**config.mk**
```make
export PLATFORM = sky130hd
export DESIGN_NAME = mux_scan_n
export DESIGN_NICKNAME = d
export VERILOG_FILES = /design/src/rtl/mux_pkg.sv /design/src/rtl/mux_tree_n.sv /design/src/rtl/mux_scan_n.sv
export SDC_FILE = /design/constraint.sdc
export NUM_CORES = 1
export LEC_CHECK = 0
export BUFFER_PORTS_ARGS = -buffer_cell sky130_fd_sc_hd__buf_2
export CAP_MARGIN = 20
export CORE_MARGIN = 2
export CORE_UTILIZATION = 45
export CTS_CLUSTER_DIAMETER = 30
export DETAILED_ROUTE_END_ITERATION = 7
export GPL_TIMING_DRIVEN = 0
export PLACE_DENSITY = 0.75
export SETUP_SLACK_MARGIN = 0.4
export SKIP_CTS_REPAIR_TIMING = 1
export SYNTH_ARGS = -nofsm -noshare
export SYNTH_HDL_FRONTEND = slang
export SYNTH_SLANG_ARGS = --single-unit
```
**constraint.sdc**
```tcl
create_clock -name clk -period 8.15 [get_ports clk]
set_input_delay 1.63 -clock clk [delete_from_list [all_inputs] [get_ports clk]]
set_output_delay 1.63 -clock clk [all_outputs]
set_load 0.02 [all_outputs]
```
**src/rtl/mux_pkg.sv**
```systemverilog
// Shared encodings for the N-channel scanning multiplexer.
// Mode values match the external 2-bit mode pin.
package mux_pkg;

   typedef enum logic [1:0] {
      MODE_FIXED  = 2'b00,
      MODE_SCAN   = 2'b01,
      MODE_MASKED = 2'b10,
      MODE_RSVD   = 2'b11
   } mode_t;

   typedef enum logic [1:0] {
      IDLE = 2'b00,
      EMIT = 2'b01,
      FIN  = 2'b10
   } state_t;

endpackage

```
**src/rtl/mux_tree_n.sv**
```systemverilog
// Combinational N:1 selector of W-bit words built from 2:1 stages.
// Leaves past N are tied to zero, so an out-of-range select yields 0.
module mux_tree_n #(
   parameter  int W    = 8,
   parameter  int N    = 16,
   localparam int SELW = $clog2(N)
) (
   input  logic [N*W-1:0]  in_data,
   input  logic [SELW-1:0] sel,
   output logic [W-1:0]    out_data
);

   localparam int P = 1 << SELW;

   // Level l holds P>>l nodes; level l picks between pairs using select bit l-1.
   for (genvar l = 0; l <= SELW; l++) begin : g_lvl
      logic [W-1:0] v [P>>l];
      for (genvar i = 0; i < (P >> l); i++) begin : g_node
         if (l == 0) begin : g_leaf
            if (i < N) begin : g_real
               assign v[i] = in_data[i*W +: W];
            end else begin : g_pad
               assign v[i] = '0;
            end
         end else begin : g_mux
            assign v[i] = sel[l-1] ? g_lvl[l-1].v[2*i+1] : g_lvl[l-1].v[2*i];
         end
      end
   end

   assign out_data = g_lvl[SELW].v[0];

endmodule

```
**src/rtl/mux_scan_n.sv**
```systemverilog
// Registered N-channel multiplexer with FIXED / SCAN / MASKED channel sequencing
// and a valid/ready output handshake.
//
//  state | meaning
//  IDLE  | waiting for start; busy=0
//  EMIT  | out_valid=1, word held until out_ready
//  FIN   | one-cycle done pulse, then back to IDLE
module mux_scan_n
   import mux_pkg::*;
#(
   parameter  int W    = 8,
   parameter  int N    = 16,
   localparam int SELW = $clog2(N)
) (
   input  logic            clk,
   input  logic            rst_n,
   input  logic [N*W-1:0]  in_data,
   input  logic [1:0]      mode,
   input  logic [SELW-1:0] sel_in,
   input  logic [N-1:0]    en_mask,
   input  logic            start,
   input  logic            out_ready,
   output logic            out_valid,
   output logic [W-1:0]    out_data,
   output logic [SELW-1:0] out_chan,
   output logic            busy,
   output logic            done
);

   state_t          state_q, state_d;
   mode_t           mode_q, mode_d;
   logic [N-1:0]    mask_q, mask_d;
   logic [SELW-1:0] chan_q, chan_d;
   logic [W-1:0]    data_q;
   logic [W-1:0]    tree_out;
   logic            capture;

   logic            first_any;
   logic [SELW-1:0] first_chan;
   logic            next_any;
   logic [SELW-1:0] next_chan;
   logic            scan_last;

   // Lowest enabled channel of the incoming mask, used when a MASKED run starts.
   always_comb begin
      first_any  = 1'b0;
      first_chan = '0;
      for (int c = N - 1; c >= 0; c--) begin
         if (en_mask[c]) begin
            first_any  = 1'b1;
            first_chan = SELW'(c);
         end
      end
   end

   // Lowest enabled channel strictly above the current one.
   always_comb begin
      next_any  = 1'b0;
      next_chan = '0;
      for (int c = N - 1; c >= 0; c--) begin
         if (mask_q[c] && (c > int'(chan_q))) begin
            next_any  = 1'b1;
            next_chan = SELW'(c);
         end
      end
   end

   assign scan_last = (int'(chan_q) == N - 1);

   always_comb begin
      state_d = state_q;
      mode_d  = mode_q;
      mask_d  = mask_q;
      chan_d  = chan_q;
      capture = 1'b0;
      case (state_q)
         IDLE: begin
            if (start) begin
               mode_d = mode_t'(mode);
               mask_d = en_mask;
               case (mode_t'(mode))
                  MODE_SCAN: begin
                     chan_d  = '0;
                     capture = 1'b1;
                     state_d = EMIT;
                  end
                  MODE_MASKED: begin
                     if (first_any) begin
                        chan_d  = first_chan;
                        capture = 1'b1;
                        state_d = EMIT;
                     end else begin
                        state_d = FIN;
                     end
                  end
                  default: begin
                     chan_d  = sel_in;
                     capture = 1'b1;
                     state_d = EMIT;
                  end
               endcase
            end
         end
         EMIT: begin
            if (out_ready) begin
               case (mode_q)
                  MODE_SCAN: begin
                     if (!scan_last) begin
                        chan_d  = chan_q + 1'b1;
                        capture = 1'b1;
                     end else begin
                        state_d = FIN;
                     end
                  end
                  MODE_MASKED: begin
                     if (next_any) begin
                        chan_d  = next_chan;
                        capture = 1'b1;
                     end else begin
                        state_d = FIN;
                     end
                  end
                  default: state_d = FIN;
               endcase
            end
         end
         FIN:     state_d = IDLE;
         default: state_d = IDLE;
      endcase
   end

   // The tree looks at the channel being loaded so data and tag land on the same edge.
   mux_tree_n #(.W(W), .N(N)) u_tree (
      .in_data  (in_data),
      .sel      (chan_d),
      .out_data (tree_out)
   );

   always_ff @(posedge clk or negedge rst_n) begin
      if (!rst_n) begin
         state_q <= IDLE;
         mode_q  <= MODE_FIXED;
         mask_q  <= '0;
         chan_q  <= '0;
         data_q  <= '0;
      end else begin
         state_q <= state_d;
         mode_q  <= mode_d;
         mask_q  <= mask_d;
         chan_q  <= chan_d;
         if (capture) begin
            data_q <= tree_out;
         end
      end
   end

   assign out_valid = (state_q == EMIT);
   assign busy      = (state_q == EMIT);
   assign done      = (state_q == FIN);
   assign out_data  = data_q;
   assign out_chan  = chan_q;

endmodule

```
==> results of run 1 <==
## tightest hold or removal path, delay by kind of cell (launching register included)
kind / cells / cell delay, ps
flip-flops: 1 / 360
AND/OR/NAND/NOR: 2 / 120
## layer usage
| layer | track usage (%) | vias to the layer above | part of all wire, % | wire length [microns] |
|---|---|---|---|---|
| li1 | - | 2348 | - | - |
| met2 | 49.5 | 332 | 46 | 6880 |
| met5 | 0 | - | 0 | 0 |
| met1 | 44.0 | 2334 | 40 | 6000 |
| met3 | 5.14 | 51 | 12 | 1730 |
| met4 | 9.76 | 0 | 2.2 | 332 |
## cells in the final DEF (no fill, tap or decap), types with 5 or more instances in the layout
| cell | Yosys | final |
|---|---|---|
| o221ai_1 | 9 | 9 |
| buf_2 | 18 | 186 |
| nand4_1 | 14 | 14 |
| nand3_1 | 14 | 14 |
| o31ai_1 | 17 | 17 |
| a41o_1 | 8 | 8 |
| and2_1 | 12 | 12 |
| ha_1 | 7 | 7 |
| nor3_1 | 5 | 5 |
| nor2_1 | 16 | 16 |
| and4b_1 | 9 | 9 |
| o21ai_0 | 42 | 42 |
| clkbuf_1 | 17 | 18 |
| clkbuf_8 | 0 | 5 |
| inv_1 | 26 | 26 |
| a31oi_1 | 24 | 24 |
| nor4_1 | 25 | 25 |
| nor2b_1 | 6 | 6 |
| a221oi_1 | 8 | 8 |
| a211oi_1 | 11 | 11 |
| buf_4 | 8 | 8 |
| a311oi_1 | 7 | 7 |
| nand2_1 | 73 | 73 |
| dfrtp_1 | 31 | 31 |
| a21oi_1 | 22 | 22 |
| o21a_1 | 10 | 10 |
| o211ai_1 | 5 | 5 |
## state kept, by name (all words and copies together) (netlist names)
signal / flops
mode_q: 2
state_q: 2
mask_q: 15
out_data: 8
out_chan: 4
## worst max-delay path by stage
stage | depth (start not counted) | slack (ps) | endpoint | from
after detailed placement | 12 | 3370 | out_data[0] | mode[0]
after global placement | 11 | 3380 | out_data[2] | en_mask[14]
after floorplan | 11 | 4050 | out_data[7] | mode[0]
after CTS | 11 | 3670 | out_data[2] | en_mask[14]
after global routing | 12 | 3370 | out_data[2] | mode[0]
final | 11 | 3540 | out_data[0] | en_mask[14]
## per-stage QoR
step / instance area, sq um / setup WS, ps / hold WS, ps / utilization (%) / power (mW)
global route: 4850 / 3370 / 535 / 59.3 / 1.76
detailed placement: 4740 / 3370 / 488 / 58.0 / 1.45
floorplan: 3770 / 4050 / 438 / - / 1.13
finish: 4850 / 3540 / 509 / 59.3 / 1.64
CTS: 4850 / 3670 / 505 / 59.3 / 1.61
global placement: 4740 / 3380 / 485 / 58.0 / 1.42
## final cells by class
cell class,instances,share of cell area (%)
tap,105,2.71
timing repair buffer,168,17.3
multi-input combinational,408,54.5
inverter,28,2.17
clock inverter,1,0.620
sequential,31,16.0
buffer,47,5.19
clock buffer,6,1.50
## kinds of logic after synthesis
| kind of cell | count (synthesis) | synth area share [%] |
|---|---|---|
| multiplexers | 3 | 0.829 |
| AO/OA/AOI/OAI | 199 | 37.5 |
| flip-flops | 31 | 20.6 |
| adder cells (fa/ha/maj) | 7 | 2.32 |
| AND/OR/NAND/NOR | 199 | 29.4 |
| buffers and inverters | 75 | 9.45 |
## power by group through the flow
| stage | Clock [mW] | Combinational, mW | Sequential [mW] |
|---|---|---|---|
| 6_report | 0.153 | 1.20 | 0.286 |
| 5_1_grt | 0.160 | 1.31 | 0.294 |
| 4_1_cts | 0.153 | 1.17 | 0.285 |
| 3_5_place_dp | 0 | 1.16 | 0.287 |
| 3_3_place_gp | 0 | 1.13 | 0.285 |
| 2_1_floorplan | 0 | 0.828 | 0.300 |
==> flow_summary.toml, run 1 <==
[synth]
synth.area.top_cells = "dfrtp_1, nand2_1, o21ai_0, nor4_1, a31oi_1"
synth_edf_count = 0
yosys.area.top_type_share_pct = 20.6
synth_top_flop_cell = "dfrtp_1"
synth_top_area_cell = "dfrtp_1"
synth-seq-cells = 31
synth_area_sq_mm = 0.00377
async_reset_ff_share_pct = 100
yosys.cell_types.count = 75
synth_area_per_cell_sq_um = 7.34
syn_nets = 675
synth.most_common_cell = "nand2_1"
syn_inst = 514
ys_seq_area_share_pct = 20.6
ys_top_cells_by_count = "nand2_1, o21ai_0, dfrtp_1"
ys_warn_count = 0

[pwr]
p_sw_mw = 0.858
p_leak_nw = 2.33
pwr-share-seq_pct = 17.5
p_int_mw = 0.780
power_frac_clock_pct = 9.4
ir_drop_uv = 127
swShare_pct = 52.4
powerDensity_mw_per_mm2 = 338
combPwrFrac_pct = 73.2

[worst_hold_path]
min_to = "mask_q[1]"
hold_path.startpoint = "mask_q[1]"
hold_class = "reg2reg"
min_path_cells = 2

[sta]
fin_tns_setup_ps = 0
setup_viol = 0
hold_viol = 0
rsz0062_at_grt = "false"
fmax_mhz = 217
post-route-period-util_pct = 56.6
tightest_slew_ps = 837
final-max-slew-violation-count = 0
fin_skew_ps = 9.43
slew-limit-headroom_pct = 44.0
post-route-min-period_ps = 4610

[clock_tree]
clkSinkCount = 31
clkSlewWorstSetupHoldPaths_ps = 70
ctsRootBufferMaster = "clkbuf_8"
cts_tree = "yes"
clockBufferDepth = 2
h-tree-depth = 2
worstSkewPairLatency_ps = 290
cts-buffers-inserted = 5

[routing]
drc = 0
viasPerCell = 6.38
dr.pass1.iters = 6
ant_nets = 0
drt-total-wl_microns = 14900
vias = 5065
drt-initial-drc-count = 474
wl_per_cell_microns = 18.8

[floorplan]
initial_core_util_pct = 46.1
ios = 169
die_area_sq_mm = 0.00913
core-area_sq_mm = 0.00818
dieHeight_microns = 95.6
row_count = 33
die_x_microns = 95.6

[critical_path]
slowest_delay_ps = 600
rr_endpoint = "out_data[0]"
r2r_cells = 14
cp_slowest_cell = "or4_1"
worst_ep_required_time_ps = 8360
critPathMostFrequentCell = "clkbuf_1"
critPathTopFamily = "simple AND/OR/NAND/NOR gates"
cp_max_fo = 10
cp.arrival_ps = 4820
cp-end-kind = "flip-flop"
crit_type = "in2reg"
crit_buf_inv = 3
path_cells = "buf_2 > or4_1 > and4b_1 > a211oi_1 > nand2_1 > clkbuf_1 > clkbuf_1 > a31oi_1 > o21ai_0 > nand4_1 > o31ai_1"
rrSetupSlack_ps = 4140
crit_path_start_kind = "primary input"
reg2reg_from = "out_chan[0]"

[placement]
dpl.cell_count = 787
gp_congestion = 1.03
io_buffer_count = 168
hpwl_microns = 11700

[grt]
antenna_found_initial = 0
grt_max_degree = 32
grt_pass1_wl_microns = 22400
overflow = 0
grt_pass1_vias = 4511
grt_util_all_layers_pct = 31.5

[layout]
num-nets-final = 850
instances_no_fill = 794
antennaDiodeCount = 0
multi_input_area_sq_mm = 0.00264
area_growth_pct = 28.5
drive_gt1_share_pct = 32.1
seq_area_sq_um = 776
fillers = 798

[flow_run]
drv_cap = 0

[outcome]
status = "finished, final reports clean"
Power figures use the tool's default switching activity.
==> run 2: changes to the inputs <==
Settings changed: ABC_AREA from default to 1.
Clock period 8.15 ns to 4.6 ns, I/O delays scaled along.
==> run 2 against run 1 <==
  * Clock power increased by 44%
  * Largest cell class unchanged
  * Core utilization about the same
  * Total power increased by 76%
  * Register-to-register slack got worse by 3000 ps
  * Global-route usage decreased by 1.9 points
  * Clock skew decreased by 2.3 ps
  * Die area increased by 0.44%
  * Critical endpoint is now out_data[4]
==> flow_summary.toml, run 2 <==
[outcome]
status = "finished, final reports clean"

[sta]
final-max-slew-violation-count = 0
rsz0062_at_grt = "false"
fmax_mhz = 288
hold_viol = 0
tightest_slew_ps = 723
setup_viol = 0
post-route-period-util_pct = 75.5
fin_tns_setup_ps = 0
post-route-min-period_ps = 3470
fin_skew_ps = 7.18
slew-limit-headroom_pct = 51.8

[floorplan]
ios = 169
row_count = 33
initial_core_util_pct = 46.4
core-area_sq_mm = 0.00818
die_area_sq_mm = 0.00917
dieHeight_microns = 95.8
die_x_microns = 95.8

[critical_path]
rrSetupSlack_ps = 1130
cp-end-kind = "flip-flop"
crit_path_start_kind = "flip-flop"
startpoint = "out_chan[0]"
cp.arrival_ps = 3700
reg2reg_from = "out_chan[0]"
crit_type = "reg2reg"
worst_ep_required_time_ps = 4830
cp_max_fo = 10
r2r_cells = 23

[routing]
dr.pass1.iters = 5
wl_per_cell_microns = 14.4
drt-initial-drc-count = 342
drt-total-wl_microns = 13600
viasPerCell = 5.17
vias = 4883
ant_nets = 0
drc = 0

[synth]
synth_top_area_cell = "dfrtp_1"
syn_inst = 664
synth_edf_count = 0
ys_warn_count = 0
synth_area_per_cell_sq_um = 5.71
yosys.cell_types.count = 30
synth_top_flop_cell = "dfrtp_1"
yosys.area.top_type_share_pct = 20.5
ys_top_cells_by_count = "nand2_1, nand3_1, inv_1"
synth.area.top_cells = "dfrtp_1, nand2_1, nand3_1, inv_1, nand3b_1"
syn_nets = 825
synth_area_sq_mm = 0.00379
synth-seq-cells = 31
synth.most_common_cell = "nand2_1"
async_reset_ff_share_pct = 100
ys_seq_area_share_pct = 20.5

[pwr]
pwr-share-seq_pct = 17.6
combPwrFrac_pct = 74.7
p_int_mw = 1.28
powerDensity_mw_per_mm2 = 595
swShare_pct = 55.8
p_leak_nw = 2.92
ir_drop_uv = 242
power_frac_clock_pct = 7.7
p_sw_mw = 1.61

[placement]
hpwl_microns = 11500
io_buffer_count = 168
gp_congestion = 0.965
post_dp_cell_area_sq_mm = 0.00476

[clock_tree]
clkSlewWorstSetupHoldPaths_ps = 70
cts_tree = "yes"
cts-buffers-inserted = 5
h-tree-depth = 2
clkSinkCount = 31
clockBufferDepth = 2
ctsRootBufferMaster = "clkbuf_8"
worstSkewPairLatency_ps = 280

[layout]
num-nets-final = 1000
largest_register = "mask_q"
area_growth_pct = 28.0
largest_reg_flops = 15
stdcell_area_sq_mm = 0.00485
drive_gt1_share_pct = 25.1
antennaDiodeCount = 0
fillers = 860
layout_commonest_cell = "nand2_1"
most-common-layout-cells = "nand2_1, buf_2, nand3_1, inv_1, nand3b_1"

[grt]
overflow = 0
grt_max_degree = 32
grt_util_all_layers_pct = 29.5
grt_pass1_wl_microns = 21100
grt_pass1_vias = 4440
antenna_found_initial = 0

[worst_hold_path]
hold_class = "reg2reg"
hold_path.startpoint = "out_data[1]"
min_path_cells = 2

[flow_run]
drv_cap = 0
==> run 2: path summary, 6_finish.rpt <==
check | end
worst max register to register | out_data[4]
max in group asynchronous | out_data[6]
worst min-delay path | out_data[1]
min in group asynchronous | mask_q[15]
worst min register to register | out_data[1]
worst max-delay path | out_data[4]
==> run 2: power groups by stage <==
stage                     clock network [mW]  registers, mW  logic [mW]
final                                  0.221          0.508        2.16
after global routing                   0.239          0.522        2.41
after CTS                              0.226          0.507        2.12
after detailed placement                   0          0.511        2.11
after global placement                     0          0.507        2.09
after floorplan                            0          0.541        1.46
==> run 2: metal layers <==
| layer | vias up | track usage, % | routed length (microns) |
|---|---|---|---|
| met3 | 13 | 2.43 | 890 |
| met4 | 0 | 5.95 | 174 |
| met1 | 2194 | 41.8 | 6100 |
| met2 | 221 | 49.3 | 6440 |
| met5 | - | 0 | 0 |
| li1 | 2455 | - | - |
==> run 2: per-stage QoR <==
stage | setup WS (ps) | util, % | hold slack, ps | instances | power [mW]
after floorplan | 1760 | - | 447 | 664 | 2.00
after global placement | 1070 | 58.2 | 460 | 937 | 2.60
after detailed placement | 1020 | 58.2 | 466 | 937 | 2.62
after CTS | 1170 | 59.3 | 484 | 944 | 2.86
after global routing | 712 | 59.3 | 501 | 944 | 3.17
final | 1130 | 59.3 | 486 | 944 | 2.89
==> run 2: logic make-up (layout without fill, tap and decap cells) <==
logic type / after synthesis / after routing / synth area share [%]
flip-flops: 31 / 31 / 20.5
buffers and inverters: 159 / 334 / 18.3
AND/OR/NAND/NOR: 415 / 415 / 50.8
AO/OA/AOI/OAI: 51 / 51 / 7.86
XOR/XNOR: 1 / 1 / 0.231
adder cells (fa/ha/maj): 7 / 7 / 2.31
==> run 2: critical path, cell delays in order, from the launching register on <==
cell	delay, ps
dfrtp_1	460
inv_1	210
ha_1	180
inv_1	40
nand2_1	70
inv_1	80
o211ai_1	210
nand2_1	100
nor2_1	220
nand2_1	110
o21ai_1	160
inv_1	80
nand2_1	60
o21ai_0	110
nand2_1	90
nand3_2	150
inv_1	190
buf_2	250
nand3_1	130
nand3_1	140
nand3_1	130
nand2_1	110
nand2_1	80
nand2_1	80
==> run 2: final cells by class <==
type	instances	area [sq um]	share of cell area, %
well taps	105	131	2.71
inverters	125	469	9.67
clock inverters	1	5.00	0.103
plain buffers	34	224	4.62
clock buffers	6	82.6	1.70
multi-input cells	474	2320	47.9
flip-flops and latches	31	776	16.0
repair buffers	168	841	17.3
==> run 3: changes to the inputs <==
Settings changed: ABC_AREA 1 to 0.
Clock period 4.6 ns to 3.6 ns, I/O delays scaled along.
==> run 3 against run 2 <==
  * Sequential share of layout area down 1.8 points
  * First-iteration DRC count up 69%
  * Count of clock-buffer cells in the layout unchanged
  * Clock power up 58%
  * Critical path depth down 8
  * Setup slack worse by 830 ps
  * Critical endpoint is now out_data[5]
==> flow_summary.toml, run 3 (synthesis results as in run 1) <==
[sta]
post-route-min-period_ps = 3300
fmax_mhz = 303
fin_tns_setup_ps = 0
post-route-period-util_pct = 91.7
tightest_slew_ps = 732
final-max-slew-violation-count = 0
fin_skew_ps = 6.63
slew-limit-headroom_pct = 51.2
setup_viol = 0
setup_slack_ps = 297
hold_viol = 0
rsz0062_at_grt = "true"

[floorplan]
ios = 169
row_count = 33
die_area_sq_mm = 0.00913
die_x_microns = 95.6
core-area_sq_mm = 0.00818
initial_core_util_pct = 46.1
dieHeight_microns = 95.6

[routing]
viasPerCell = 6.58
wl_per_cell_microns = 19.7
drt-initial-drc-count = 577
dr.pass1.iters = 6
vias = 5420
drc = 0
ant_nets = 0
drt-total-wl_microns = 16200

[critical_path]
crit_path_start_kind = "flip-flop"
rrSetupSlack_ps = 300
worst_ep_required_time_ps = 3780
cp_max_fo = 10
cp.arrival_ps = 3480
crit_type = "reg2reg"
cp-end-kind = "flip-flop"

[clock_tree]
cts_tree = "yes"
ctsRootBufferMaster = "clkbuf_8"
clkSlewWorstSetupHoldPaths_ps = 70
clkSinkCount = 31
worstSkewPairLatency_ps = 300
clockBufferDepth = 2
cts-buffers-inserted = 5
h-tree-depth = 2

[layout]
drive_gt1_share_pct = 42.8
area_growth_pct = 45.5
num-nets-final = 880
antennaDiodeCount = 0
most-common-layout-cells = "buf_2, nand2_1, buf_4, o21ai_0, dfrtp_1"
largest_reg_flops = 15
largest_register = "mask_q"
fillers = 683
layout_commonest_cell = "buf_2"

[grt]
overflow = 0
antenna_found_initial = 0
grt_max_degree = 32
grt_util_all_layers_pct = 31.5
grt_pass1_wl_microns = 22400
grt_pass1_vias = 4511

[placement]
hpwl_microns = 11700
gp_congestion = 1.03
io_buffer_count = 168
place_ws_ps = -270

[pwr]
p_sw_mw = 2.26
combPwrFrac_pct = 77.1
swShare_pct = 51.3
pwr-share-seq_pct = 15.0
p_leak_nw = 2.56
p_int_mw = 2.15
power_frac_clock_pct = 7.9
powerDensity_mw_per_mm2 = 803
ir_drop_uv = 361

[outcome]
status = "finished, final reports clean"

[flow_run]
drv_cap = 0

[worst_hold_path]
hold_class = "in2async"
run 3: changes by cell type in the layout (fill, tap and decap cells not counted), moves of 17 or more:
| cell | before | now |
|---|---|---|
| inv_1 | 122 | 24 |
| buf_4 | 12 | 43 |
| nand3_1 | 140 | 11 |
| nand2_1 | 194 | 72 |
| nand3b_1 | 48 | 3 |
| a31oi_1 | 3 | 23 |
| nor4_1 | 0 | 17 |
run 3: worst max-delay path: stages (launching register included):
cell        delay [ps]
dfrtp_2            440
buf_4              140
ha_2               200
nor3b_1            340
o21ai_1            210
nand4_4            220
nor4_4              70
or2_1              230
buf_4              160
nor3_4             230
buf_4              160
clkinvlp_4         120
buf_4              200
a21oi_1            210
o21a_1             150
o31ai_1             70
run 3: routing by layer:
| metal | wire length [microns] | up-vias | GRT usage (%) |
|---|---|---|---|
| met4 | 447 | 0 | 9.76 |
| met1 | 6160 | 2506 | 44.0 |
| li1 | - | 2409 | - |
| met2 | 7470 | 428 | 49.5 |
| met3 | 2150 | 77 | 5.14 |
| met5 | 0 | - | 0 |
run 3: final cells by class:
cell class	count	area [sq um]	share of cell area [%]
Sequential cell	31	778	14.2
Clock buffer	6	72.6	1.32
Tap cell	105	131	2.39
Buffer	47	335	6.11
Multi-Input combinational cell	408	2940	53.6
Timing Repair Buffer	198	1080	19.8
Inverter	28	114	2.07
Clock inverter	1	30.0	0.547
run 3: power by group through the flow:
stage | clock (mW) | combinational [mW] | sequential [mW]
2_1_floorplan | 0 | 1.87 | 0.679
3_3_place_gp | 0 | 2.57 | 0.644
3_5_place_dp | 0 | 2.63 | 0.649
4_1_cts | 0.347 | 2.64 | 0.644
5_1_grt | 0.368 | 3.61 | 0.677
6_report | 0.350 | 3.40 | 0.660
run 3: path summary, 6_finish.rpt:
kind                                  start          end  depth (start not counted)
worst max-delay path            out_chan[0]  out_data[5]                         15
worst min-delay path                  rst_n   state_q[0]                          1
worst max register to register  out_chan[0]  out_data[5]                         15
worst min register to register    mask_q[2]    mask_q[2]                          2
max in group asynchronous             rst_n  out_chan[1]                          1
min in group clk                  mask_q[2]    mask_q[2]                          2
run 3: through the flow:
step / power [mW] / hold WS, ps / std cells / utilization [%] / cell area (sq um)
after global placement: 3.21 / 485 / 787 / 58.0 / 4740
final: 4.41 / 475 / 824 / 67.1 / 5490
after global routing: 4.65 / 525 / 824 / 67.1 / 5490
after floorplan: 2.55 / 424 / 514 / - / 3770
after detailed placement: 3.28 / 488 / 787 / 58.0 / 4740
after CTS: 3.63 / 505 / 794 / 59.3 / 4850
